==> src/rtl/fofb_readout_sequencer_if.sv <==
// Port bundle for the FOFB readout sequencer: CSR access, gather status and DSP readout address/present.
// missingBitmap exists only when FOFB_READOUT_MISSING_BITMAP_EN is defined.
interface fofb_readout_sequencer_if #(
  parameter int W = 8
);
  logic            csrStrobe;
  logic [31:0]     GPIO_OUT;
  logic [31:0]     csr;
  logic            FAstrobe;
  logic            readoutValid;
  logic            readTimeout;
  logic            fofbDSPreadoutPresent;
  logic [W-1:0]    fofbDSPreadoutAddress;
  logic            sweepActive;
  logic            sweepDone;
  logic [W-1:0]    presentCount;
  logic            overrun;
`ifdef FOFB_READOUT_MISSING_BITMAP_EN
  logic [2**W-1:0] missingBitmap;
`endif

  modport master (
`ifdef FOFB_READOUT_MISSING_BITMAP_EN
    input  missingBitmap,
`endif
    output csrStrobe, GPIO_OUT, FAstrobe, readoutValid, readTimeout, fofbDSPreadoutPresent,
    input  csr, fofbDSPreadoutAddress, sweepActive, sweepDone, presentCount, overrun
  );

  modport slave (
`ifdef FOFB_READOUT_MISSING_BITMAP_EN
    output missingBitmap,
`endif
    input  csrStrobe, GPIO_OUT, FAstrobe, readoutValid, readTimeout, fofbDSPreadoutPresent,
    output csr, fofbDSPreadoutAddress, sweepActive, sweepDone, presentCount, overrun
  );
endinterface

==> src/rtl/fofb_readout_sequencer.sv <==
// Sweeps the FOFB DSP readout address 0..N-1 after each FA gather, counting present BPMs and flagging overruns.
// Optional FOFB_READOUT_MISSING_BITMAP_EN adds a per-address missing bitmap published with presentCount.
module fofb_readout_sequencer #(
  parameter int FOFB_INDEX_WIDTH = 8,
  parameter int DELAY_WIDTH      = 6
) (
  input  logic                    sysClk,
  input  logic                    sysReset,
  fofb_readout_sequencer_if.slave bus
);
  localparam int W  = FOFB_INDEX_WIDTH;
  localparam int DW = DELAY_WIDTH;
  localparam logic [W-1:0]  PARK   = {W{1'b1}};
  localparam logic [W-1:0]  MAX_N  = {{(W-1){1'b1}}, 1'b0};
  localparam logic [W-1:0]  ONE    = {{(W-1){1'b0}}, 1'b1};
  localparam logic [DW-1:0] ONE_DW = {{(DW-1){1'b0}}, 1'b1};

  typedef enum logic [2:0] {IDLE, WAIT, DELAY, SWEEP, DRAIN, ABORT} state_t;
  state_t state, next_state;

  logic [W-1:0]  bpm_count, cur_n, address, present_count, cfg_n;
  logic [DW-1:0] start_delay, cur_delay, delay_cnt;
  logic          enable, overrun, timed_out_last, sweep_active, sweep_done;
  logic [W:0]    acc, drain_sum;
  logic          trigger, abort, last_addr, unused_gpio;
`ifdef FOFB_READOUT_MISSING_BITMAP_EN
  logic [2**W-1:0] bm_acc, missing_bitmap;
`endif

  assign trigger     = bus.readoutValid || bus.readTimeout;
  assign last_addr   = (address == cur_n - ONE);
  assign drain_sum   = acc + {{W{1'b0}}, bus.fofbDSPreadoutPresent};
  assign cfg_n       = (bus.GPIO_OUT[W-1:0] > MAX_N) ? MAX_N : bus.GPIO_OUT[W-1:0];
  assign unused_gpio = ^bus.GPIO_OUT;

  always_ff @(posedge sysClk or posedge sysReset) begin
    if (sysReset) state <= IDLE;
    else          state <= next_state;
  end

  always_comb begin
    next_state = state;
    abort      = 1'b0;
    case (state)
      IDLE:  if (bus.FAstrobe && enable) next_state = WAIT;
      WAIT:  if (bus.FAstrobe) abort = 1'b1;
             else if (trigger) next_state = (cur_n == '0) ? IDLE : DELAY;
      DELAY: if (bus.FAstrobe) abort = 1'b1;
             else if (delay_cnt == '0) next_state = SWEEP;
      SWEEP: if (bus.FAstrobe) abort = 1'b1;
             else if (last_addr) next_state = DRAIN;
      // A strobe landing on DRAIN opens the next FA cycle instead of aborting this one
      DRAIN: next_state = (bus.FAstrobe && enable) ? WAIT : IDLE;
      ABORT: begin
        next_state = WAIT;
        abort      = bus.FAstrobe;
      end
      default: next_state = IDLE;
    endcase
    if (abort) next_state = ABORT;
  end

  always_ff @(posedge sysClk or posedge sysReset) begin
    if (sysReset) begin
      bpm_count      <= '0;
      start_delay    <= '0;
      enable         <= 1'b0;
      overrun        <= 1'b0;
      cur_n          <= '0;
      cur_delay      <= '0;
      delay_cnt      <= '0;
      address        <= PARK;
      sweep_active   <= 1'b0;
      sweep_done     <= 1'b0;
      present_count  <= '0;
      acc            <= '0;
      timed_out_last <= 1'b0;
`ifdef FOFB_READOUT_MISSING_BITMAP_EN
      bm_acc         <= '0;
      missing_bitmap <= '0;
`endif
    end else begin
      sweep_done   <= 1'b0;
      sweep_active <= (next_state == SWEEP);

      if (bus.csrStrobe) begin
        bpm_count   <= cfg_n;
        start_delay <= bus.GPIO_OUT[16 +: DW];
        enable      <= bus.GPIO_OUT[30];
        if (bus.GPIO_OUT[31]) overrun <= 1'b0;
      end
      if (abort) overrun <= 1'b1;

      // Config written mid-sweep only applies from the next WAIT entry
      if (next_state == WAIT && state != WAIT) begin
        cur_n     <= bpm_count;
        cur_delay <= start_delay;
      end

      if (next_state != SWEEP) address <= PARK;
      else if (state == SWEEP) address <= address + ONE;
      else                     address <= '0;

      case (state)
        WAIT: if (!abort && trigger) begin
          timed_out_last <= bus.readTimeout && !bus.readoutValid;
          delay_cnt      <= cur_delay;
          if (cur_n == '0) begin
            sweep_done     <= 1'b1;
            present_count  <= '0;
`ifdef FOFB_READOUT_MISSING_BITMAP_EN
            missing_bitmap <= '0;
`endif
          end
        end
        DELAY: begin
          acc <= '0;
`ifdef FOFB_READOUT_MISSING_BITMAP_EN
          bm_acc <= '0;
`endif
          if (delay_cnt != '0) delay_cnt <= delay_cnt - ONE_DW;
        end
        // Present on this cycle belongs to the address issued one cycle earlier
        SWEEP: if (address != '0) begin
          acc <= drain_sum;
`ifdef FOFB_READOUT_MISSING_BITMAP_EN
          bm_acc[address - ONE] <= !bus.fofbDSPreadoutPresent;
`endif
        end
        DRAIN: begin
          sweep_done    <= 1'b1;
          present_count <= (drain_sum > {1'b0, PARK}) ? PARK : drain_sum[W-1:0];
`ifdef FOFB_READOUT_MISSING_BITMAP_EN
          missing_bitmap <= bm_acc |
                            ({{(2**W-1){1'b0}}, !bus.fofbDSPreadoutPresent} << (cur_n - ONE));
`endif
        end
        default: ;
      endcase
    end
  end

  assign bus.fofbDSPreadoutAddress = address;
  assign bus.sweepActive           = sweep_active;
  assign bus.sweepDone             = sweep_done;
  assign bus.presentCount          = present_count;
  assign bus.overrun               = overrun;
  assign bus.csr = {sweep_active, overrun, enable, timed_out_last, 4'b0,
                    8'(present_count), 8'b0, 8'(bpm_count)};
`ifdef FOFB_READOUT_MISSING_BITMAP_EN
  assign bus.missingBitmap = missing_bitmap;
`endif
endmodule

==> src/flat_wrapper.sv <==
// flat-port wrapper written by rule: the top's interface ports become plain ports
module fofb_readout_sequencer_flat 
#(
  parameter int FOFB_INDEX_WIDTH = 8,
  parameter int DELAY_WIDTH      = 6
)
  (sysClk, sysReset, bus_csrStrobe, bus_GPIO_OUT, bus_FAstrobe, bus_readoutValid, bus_readTimeout, bus_fofbDSPreadoutPresent, bus_csr, bus_fofbDSPreadoutAddress, bus_sweepActive, bus_sweepDone, bus_presentCount, bus_overrun);
  fofb_readout_sequencer_if #(.W(8)) bus_i ();
  input  logic sysClk;
  input  logic sysReset;
  input wire logic [$bits(bus_i.csrStrobe)-1:0] bus_csrStrobe;
  input wire logic [$bits(bus_i.GPIO_OUT)-1:0] bus_GPIO_OUT;
  input wire logic [$bits(bus_i.FAstrobe)-1:0] bus_FAstrobe;
  input wire logic [$bits(bus_i.readoutValid)-1:0] bus_readoutValid;
  input wire logic [$bits(bus_i.readTimeout)-1:0] bus_readTimeout;
  input wire logic [$bits(bus_i.fofbDSPreadoutPresent)-1:0] bus_fofbDSPreadoutPresent;
  output wire logic [$bits(bus_i.csr)-1:0] bus_csr;
  output wire logic [$bits(bus_i.fofbDSPreadoutAddress)-1:0] bus_fofbDSPreadoutAddress;
  output wire logic [$bits(bus_i.sweepActive)-1:0] bus_sweepActive;
  output wire logic [$bits(bus_i.sweepDone)-1:0] bus_sweepDone;
  output wire logic [$bits(bus_i.presentCount)-1:0] bus_presentCount;
  output wire logic [$bits(bus_i.overrun)-1:0] bus_overrun;
  assign bus_i.csrStrobe = bus_csrStrobe;
  assign bus_i.GPIO_OUT = bus_GPIO_OUT;
  assign bus_i.FAstrobe = bus_FAstrobe;
  assign bus_i.readoutValid = bus_readoutValid;
  assign bus_i.readTimeout = bus_readTimeout;
  assign bus_i.fofbDSPreadoutPresent = bus_fofbDSPreadoutPresent;
  assign bus_csr = bus_i.csr;
  assign bus_fofbDSPreadoutAddress = bus_i.fofbDSPreadoutAddress;
  assign bus_sweepActive = bus_i.sweepActive;
  assign bus_sweepDone = bus_i.sweepDone;
  assign bus_presentCount = bus_i.presentCount;
  assign bus_overrun = bus_i.overrun;
  fofb_readout_sequencer #(.FOFB_INDEX_WIDTH(FOFB_INDEX_WIDTH), .DELAY_WIDTH(DELAY_WIDTH)) u_core (.sysClk(sysClk), .sysReset(sysReset), .bus(bus_i));
endmodule
==> config.mk <==
export PLATFORM = sky130hd
export DESIGN_NAME = fofb_readout_sequencer_flat
export DESIGN_NICKNAME = d
export VERILOG_FILES = /design/src/rtl/fofb_readout_sequencer_if.sv /design/src/rtl/fofb_readout_sequencer.sv /design/src/flat_wrapper.sv
export SDC_FILE = /design/constraint.sdc
export NUM_CORES = 1
export LEC_CHECK = 0
export ABC_AREA = 1
export CAP_MARGIN = 40
export CORE_MARGIN = 5
export CORE_UTILIZATION = 35
export CTS_CLUSTER_DIAMETER = 60
export CTS_CLUSTER_SIZE = 40
export DETAILED_ROUTE_END_ITERATION = 7
export HOLD_SLACK_MARGIN = 0.03
export PLACE_DENSITY = 0.58
export SYNTH_ARGS = -nofsm -noshare
export SYNTH_HDL_FRONTEND = slang
export SYNTH_SLANG_ARGS = --single-unit
==> constraint.sdc <==
create_clock -name sysClk -period 3.1 [get_ports sysClk]
set_input_delay 0.62 -clock sysClk [delete_from_list [all_inputs] [get_ports sysClk]]
set_output_delay 0.62 -clock sysClk [all_outputs]
set_load 0.01 [all_outputs]
==> flow_summary.ini, run 1 <==
[sta]
layout_setup_ws_ps = 792
finalCriticalPeriod_ps = 2310
worst_pin_slew_ps = 609
setup_viol_count_final = 0
max_clock_freq_mhz = 433
holdWs_ps = 474
rsz0062_at_grt = no
tns_ps = 0
finalCritPeriodShare = 0.745
max_slew_margin = 0.593
timing.final.hold_violations = 0
clock_skew_ps = 10.1
timing.final.max_slew_violations = 0

[yosys]
seq_area_frac_synth = 0.454
synth_seq_cells = 67
yosysWarnings = 0
synth_xor_area_frac = 0.0330
yosys.area_share.adder = 0.0269
avgSynthCellArea_um2 = 7.91
synth-simple-area-share = 0.291
synth_compound_area_frac = 0.0778
syn_area_um2 = 3720
syn_inst = 470
synthDistinctLibCells = 38
synth.area.mux_share = 0
synth_top_family_by_area = simple AND/OR/NAND/NOR gates

[clock_tree]
clkSinkCount = 67
max-clock-path-buffers = 2
root_buffer = clkbuf_8
post_cts_buffers = 0
hold_buffers = 0
tritoncts.num_buffers = 9
clkLatencyLatePin_ps = 340
clk_pin_slew_ps = 80
ctsHtreeMaxLevel = 3
cts-resized-gates = 0
cts_tree = yes

[setup_path]
start_kind = input port
required_ps = 3300
crit_arrival_ps = 2510
cp-end-kind = flop
crit_path_max_fanout = 5
r2r-start = u_core.cur_n[0]
critical_path_class = in -> reg
crit_path_start = bus_fofbDSPreadoutPresent

[finish]
fin_area_um2 = 4560
antenna_cells = 0
mostFrequentLayoutCells = nand2_1 (149), clkdlybuf4s50_1 (61), dfrtp_1 (59), inv_1 (49), nand3_1 (42)
synthToLayoutAreaGrowth_pct = 22.8
fillers = 1025
final_common_cell = nand2_1
utilization = 0.442
drive_above_1_share = 0.0892
fin_nets = 569

[die]
start_util = 0.360
core_area_um2 = 10300
dieArea_um2 = 12800
io_pins = 90
rows = 37
die_x_um = 113
die_height_um = 113

[route]
wl_met1_um = 3790
finalWirelength_um = 7830
firstDrtPassIters = 5
wire_per_inst_um = 11.8
route.antenna.remaining_nets = 0
drt-initial-drc-count = 124
top_layer = met4
route.detailed.drc = 0
route.met3.wl_um = 485
vias = 3038
viasPerCell = 4.58
met2_length_um = 3450

[pwr]
ir_drop_mv = 0.362
clockPowerShare = 0.200
powerDensity_nw_per_um2 = 908
leakage_nw = 2.25
comb_power_share = 0.454
swShare = 0.413
p_sw_mw = 1.71
intPower_mw = 2.43
p_seq_frac = 0.346

[min_path]
hold_class = reg -> reg
worstHoldStart = u_core.start_delay[2]

[global_route]
antenna_found_initial = 0
grt_pass1_vias = 3043
groute.usage.overall = 0.130
grt_pass1_wl_um = 13800
grt-ovfl-total = 0
grt_max_degree = 41

[job]
maxCapViolations = 0

[outcome]
outcome = complete, no violations

[placed_design]
placed_cell_area_um2 = 4340
portBuffers = 61
hpwlAfterDp_um = 5930
dp_slack_ps = 449
place_congestion = 0.836
==> worst paths after layout <==
| check | endpoint | slack (ps) | cells past startpoint |
|---|---|---|---|
| max in group asynchronous | u_core.cur_n[0] | 1800 | 3 |
| worst max register to register | u_core.cur_n[0] | 860 | 16 |
| worst min register to register | u_core.start_delay[2] | 470 | 2 |
| worst max-delay path | u_core.bus.presentCount[6] | 790 | 13 |
| worst min-delay path | u_core.start_delay[2] | 470 | 2 |
| min in group asynchronous | u_core.acc[6] | 670 | 2 |
==> routing by layer <==
| layer | vias to the layer above | track usage |
|---|---|---|
| li1 | 1568 | - |
| met1 | 1378 | 0.169 |
| met2 | 80 | 0.212 |
| met3 | 12 | 0.0342 |
| met4 | 0 | 0.0441 |
| met5 | - | 0 |
==> logic make-up after synthesis <==
kind of cell / after synthesis
simple gates: 243
flops: 67
xor+xnor: 14
compound gates: 50
fa+ha+maj: 8
buf+inv: 87
other cells: 1
==> power by group through the flow <==
stage / combinational (mW) / clock (mW) / sequential, mW
floorplan: 1.40 / 0 / 1.43
finish: 1.88 / 0.830 / 1.43
global route: 2.15 / 0.880 / 1.49
global placement: 1.86 / 0 / 1.44
CTS: 1.90 / 0.845 / 1.44
detailed placement: 1.90 / 0 / 1.45
==> synth_stat cells (all sizes together) <==
cell type,n,area [um^2]
a211oi,1,7.51
a21oi,9,48.8
buf,29,215
clkbuf,4,15.0
conb,1,3.75
dfrtp,59,1480
dfstp,8,210
ha,8,100
inv,54,203
nand2,153,608
nand3,45,248
nand3b,1,7.51
nand4,5,31.3
nor2,29,131
nor3,6,30.0
nor4,2,12.5
o211ai,4,30.0
o21ai,31,170
o22ai,4,25.0
o31ai,1,7.51
or2,2,12.5
xnor2,4,35.0
xor2,10,87.6
==> registers in the layout, indices dropped and copies added, names as in the netlist, 3 cells and up <==
register,flops
u_core.acc,9
u_core.bpm_count,8
u_core.bus.fofbDSPreadoutAddress,8
u_core.bus.presentCount,8
u_core.cur_n,8
u_core.cur_delay,6
u_core.delay_cnt,6
u_core.start_delay,6
u_core.state,3
==> metrics by stage <==
stage,total power [mW],cells
after floorplan,2.83,481
after global placement,3.30,647
after detailed placement,3.35,647
after CTS,4.19,663
after global routing,4.52,663
final,4.14,663
==> critical path, cell delays in order <==
cell and delay (ps):
clkdlybuf4s50_1 470, ha_1 170, ha_1 200, nand3_1 120, nand3b_1 210, nor2_1 140
nand2_1 70, nand2_1 50, nand2_1 100, inv_1 150, nand2_1 80, nand2_1 60
o21ai_0 80
==> area by class of cell <==
cell class	count	area, um^2	share of cell area
flip-flops and latches	67	1690	0.370
clock inverters	5	85.1	0.0187
inverters	54	203	0.0444
repair buffers	63	638	0.140
clock buffers	11	141	0.0310
well taps	136	170	0.0373
multi-input cells	327	1640	0.359
Power figures use the tool's default switching activity.
==> run 2: changes to the inputs <==
--- a/config.mk
+++ b/config.mk
@@ -13,7 +13,7 @@
 export CTS_CLUSTER_SIZE = 40
 export DETAILED_ROUTE_END_ITERATION = 7
 export HOLD_SLACK_MARGIN = 0.03
-export PLACE_DENSITY = 0.58
+export PLACE_DENSITY = 0.6
 export SYNTH_ARGS = -nofsm -noshare
 export SYNTH_HDL_FRONTEND = slang
 export SYNTH_SLANG_ARGS = --single-unit
==> constraint.sdc (replaced) <==
create_clock -name sysClk -period 1.88 [get_ports sysClk]
set_input_delay 0.376 -clock sysClk [delete_from_list [all_inputs] [get_ports sysClk]]
set_output_delay 0.376 -clock sysClk [all_outputs]
set_load 0.01 [all_outputs]
==> flow_summary.ini, run 2 (synthesized netlist as in run 1, its figures left out) <==
[die]
start_util = 0.360
die_height_um = 113
rows = 37
dieArea_um2 = 12800
io_pins = 90
core_area_um2 = 10300
die_x_um = 113

[setup_path]
start_kind = flop
cp-end-kind = flop
r2r-start = u_core.cur_n[0]
crit_path_max_fanout = 6
required_ps = 2160
critical_path_class = reg -> reg
crit_path_start = u_core.cur_n[0]
crit_arrival_ps = 2210

[clock_tree]
clk_pin_slew_ps = 70
max-clock-path-buffers = 2
clkSinkCount = 67
hold_buffers = 0
cts_tree = yes
clkLatencyLatePin_ps = 340
tritoncts.num_buffers = 9
ctsHtreeMaxLevel = 3
root_buffer = clkbuf_8

[sta]
clock_skew_ps = 11.5
max_clock_freq_mhz = 517
finalCritPeriodShare = 1.03
setup_viol_count_final = 12
rsz0062_at_grt = yes
layout_setup_ws_ps = -55.8
max_slew_margin = 0.641
timing.final.max_slew_violations = 0
worst_pin_slew_ps = 536
finalCriticalPeriod_ps = 1940
timing.final.hold_violations = 0

[finish]
fin_nets = 618
mostFrequentLayoutCells = nand2_1 (136), dfrtp_1 (57), clkdlybuf4s50_1 (53), buf_4 (46), inv_1 (42)
fin_area_um2 = 5080
largest_reg_flops = 9
drive_above_1_share = 0.240
top_register = u_core.acc
synthToLayoutAreaGrowth_pct = 36.7
antenna_cells = 0
multi_input_area_um2 = 1810
final_common_cell = nand2_1
fillers = 1037
register_area_um2 = 1690

[placed_design]
place_congestion = 0.785
dp_slack_ps = -489
hpwlAfterDp_um = 6280
placed_cell_area_um2 = 4660
portBuffers = 61

[route]
route.met3.wl_um = 486
finalWirelength_um = 8500
route.detailed.drc = 0
top_layer = met4
met2_length_um = 3990
wire_per_inst_um = 11.9
vias = 3242
firstDrtPassIters = 4
route.antenna.remaining_nets = 0
drt-initial-drc-count = 140
wl_met1_um = 3860
viasPerCell = 4.55

[pwr]
p_seq_frac = 0.314
swShare = 0.420
ir_drop_mv = 0.553
comb_power_share = 0.542
powerDensity_nw_per_um2 = 1480
leakage_nw = 2.48
p_sw_mw = 3.16
clockPowerShare = 0.144
p_total_mw = 7.52
intPower_mw = 4.37

[global_route]
groute.usage.overall = 0.139
grt_pass1_wl_um = 14600
antenna_found_initial = 0
grt_pass1_vias = 3190
grt_max_degree = 68
grt-ovfl-total = 0

[job]
maxCapViolations = 0

[outcome]
violations = negative setup slack
outcome = complete, but fails checks

[min_path]
worstHoldStart = u_core.start_delay[5]
hold_class = reg -> reg
[run 2: critical path, cell delays in order (launching register included)]
cell and delay, ps:
dfrtp_1 390, inv_2 100, ha_4 220, inv_2 50, nand2_2 40, nand3_2 70, nor2_4 40, nand2_2 60
nor2_2 40, nand3_2 90, nand2_2 90, nand2_4 90, nand2_8 70, buf_6 130, nor2_4 180, buf_6 170
nand2_2 50
[run 2: layout make-up]
cell class / count / area share
multi-input combinational: 328 / 0.356
sequential: 67 / 0.332
timing repair buffer: 111 / 0.201
inverter: 54 / 0.0411
tap: 136 / 0.0335
clock buffer: 12 / 0.0305
clock inverter: 4 / 0.00492
[run 2: timing repair]
action / in CTS / in global routing
gates resized for setup: 34 / 37
buffers inserted: 4 / 3
cloned: 1 / 0
endpoints found under the setup margin: 36 / 38
pin swaps: 18 / 16
[run 2: power groups by stage]
stage               Clock, mW  Combinational, mW  Sequential, mW
floorplan                   0               2.34            2.37
detailed placement          0               3.62            2.35
CTS                      1.12               3.90            2.34
finish                   1.09               4.07            2.36
global placement            0               3.55            2.35
global route             1.19               4.55            2.44
[run 2: path summary, 6_finish.rpt]
check | endpoint | slack [ps] | cells past startpoint
setup / recovery | u_core.bus.fofbDSPreadoutAddress[1] | -60 | 16
hold / removal | u_core.start_delay[5] | 480 | 2
setup reg to reg | u_core.bus.fofbDSPreadoutAddress[1] | -60 | 16
hold reg to reg | u_core.start_delay[5] | 480 | 2
max in group asynchronous | u_core.bus.fofbDSPreadoutAddress[7] | 1050 | 3
min in group asynchronous | u_core.bus.sweepDone | 490 | 3
[run 2: metrics by stage]
stage                     TNS, ps  hold WS [ps]  utilization  std cells
after floorplan              -213           434            -        481
after global placement     -10750           458        0.451        688
after detailed placement   -11440           461        0.451        688
after CTS                    -657           479        0.481        709
after global routing        -3760           484        0.492        712
final                        -325           475        0.492        712
[run 2: layer usage]
| metal | up-vias | global-route usage |
|---|---|---|
| met1 | 1466 | 0.177 |
| met5 | - | 0 |
| li1 | 1672 | - |
| met4 | 0 | 0.0593 |
| met2 | 91 | 0.224 |
| met3 | 13 | 0.0385 |
==> run 3: changes to the inputs <==
--- a/config.mk
+++ b/config.mk
@@ -8,12 +8,12 @@
 export ABC_AREA = 1
 export CAP_MARGIN = 40
 export CORE_MARGIN = 5
-export CORE_UTILIZATION = 35
+export CORE_UTILIZATION = 45
 export CTS_CLUSTER_DIAMETER = 60
 export CTS_CLUSTER_SIZE = 40
 export DETAILED_ROUTE_END_ITERATION = 7
 export HOLD_SLACK_MARGIN = 0.03
-export PLACE_DENSITY = 0.6
+export PLACE_DENSITY = 0.75
 export SYNTH_ARGS = -nofsm -noshare
 export SYNTH_HDL_FRONTEND = slang
 export SYNTH_SLANG_ARGS = --single-unit
==> flow_summary.ini, run 3 (synthesized netlist as in run 1, its figures left out) <==
[outcome]
outcome = complete, but fails checks
violations = negative setup slack

[setup_path]
critical_path_class = reg -> reg
crit_path_max_incr_delay_ps = 380
cp-end-kind = flop
start_kind = flop
cp.buffers_inverters = 2
cp_slowest_cell = dfrtp_1
crit_family = simple AND/OR/NAND/NOR gates
ff2ff_setup_slack_ps = -160
path_common_cell = nand2_2
crit_path_max_fanout = 7
path_cells = inv_2, ha_4, inv_2, nand2_2, nand3_2, nor2_4, nand2_2, nor2_4, nand3_4, nand2_4, nand2_4, nand2_8, nand3_4, nand2_2, nand2_2
crit_arrival_ps = 2280
required_ps = 2110

[clock_tree]
max-clock-path-buffers = 2
ctsHtreeMaxLevel = 3
root_buffer = clkbuf_8
clk_pin_slew_ps = 70
clkLatencyLatePin_ps = 340
cts_tree = yes
clkSinkCount = 67
hold_buffers = 0
tritoncts.num_buffers = 9

[die]
start_util = 0.457
die_x_um = 101
dieArea_um2 = 10200
rows = 33
die_height_um = 101
io_pins = 90
core_area_um2 = 8130

[sta]
finalCriticalPeriod_ps = 2040
holdWs_ps = 475
finalCritPeriodShare = 1.09
layout_setup_ws_ps = -164
timing.final.hold_violations = 0
timing.final.max_slew_violations = 0
rsz0062_at_grt = yes
setup_viol_count_final = 23
max_clock_freq_mhz = 489
clock_skew_ps = 8.85

[finish]
fin_nets = 610
mostFrequentLayoutCells = nand2_1 (130), dfrtp_1 (55), clkdlybuf4s50_1 (53), inv_1 (41), buf_4 (37)
register_area_um2 = 1690
antenna_cells = 0
fillers = 679
final_common_cell = nand2_1
drive_above_1_share = 0.250
top_register = u_core.acc
synthToLayoutAreaGrowth_pct = 37.6
largest_reg_flops = 9
multi_input_area_um2 = 1880

[min_path]
hold_class = reg -> reg

[route]
vias = 3347
finalWirelength_um = 8940
firstDrtPassIters = 4
route.detailed.drc = 0
route.antenna.remaining_nets = 0
viasPerCell = 4.97
drt-initial-drc-count = 134
wire_per_inst_um = 13.3

[placed_design]
hpwlAfterDp_um = 6170
portBuffers = 61
place_congestion = 0.906

[global_route]
grt-ovfl-total = 0
groute.usage.overall = 0.178
grt_pass1_wl_um = 14600
grt_max_degree = 68
grt_pass1_vias = 3265
antenna_found_initial = 0

[pwr]
powerDensity_nw_per_um2 = 1570
ir_drop_mv = 0.887
p_total_mw = 8.04
leakage_nw = 2.47

[job]
maxCapViolations = 0
-- run 3: layout make-up --
cell class | instances | area share
Clock buffer | 9 | 0.0242
Sequential cell | 67 | 0.331
Tap cell | 105 | 0.0257
Clock inverter | 7 | 0.0228
Timing Repair Buffer | 103 | 0.188
Inverter | 54 | 0.0414
Multi-Input combinational cell | 328 | 0.367
-- run 3: power by group --
group / switching, mW / leakage [nW] / internal [mW]
Sequential: 0.434 / 0.832 / 1.95
Clock: 0.562 / 0.119 / 0.878
Combinational: 2.38 / 1.52 / 1.84
Total: 3.37 / 2.47 / 4.67
-- run 3: worst min-delay path, cell delays in order, from the launching register on --
cell and delay [ps]:
dfrtp_1 350, nand2_1 50, nand2_1 40
-- run 3: timing repair --
action | in CTS | in global routing
gates cloned | 1 | 0
hold endpoints to repair | 0 | 0
gates resized for setup | 31 | 53
pin swaps | 13 | 20
buffers inserted | 4 | 5
setup endpoints to repair | 33 | 46
-- run 3: worst paths after layout --
| kind | startpoint | to | depth (start not counted) |
|---|---|---|---|
| worst max register to register | u_core.cur_n[1] | u_core.cur_n[7] | 15 |
| worst min-delay path | u_core.start_delay[0] | u_core.start_delay[0] | 2 |
| worst max-delay path | u_core.cur_n[1] | u_core.cur_n[7] | 15 |
| min in group asynchronous | sysReset | u_core.bus.sweepActive | 3 |
| max in group asynchronous | sysReset | u_core.bus.fofbDSPreadoutAddress[1] | 3 |
| worst min register to register | u_core.start_delay[0] | u_core.start_delay[0] | 2 |
-- run 3: routing by layer --
layer	GRT usage	vias up	wire length [um]
met5	0	-	0
met4	0.0684	0	124
met3	0.0464	16	647
met2	0.299	118	4500
met1	0.219	1558	3660
li1	-	1655	-
-- run 3: stage by stage --
stage,worst slack [ps],utilization,std cells,TNS [ps],instance area [um^2]
after floorplan,-22.7,-,481,-213,3770
after global placement,-339,0.562,649,-8210,4570
after detailed placement,-462,0.562,649,-11570,4570
after CTS,-88.1,0.605,670,-1280,4920
after global routing,-286,0.629,673,-5490,5110
final,-164,0.629,673,-3090,5110
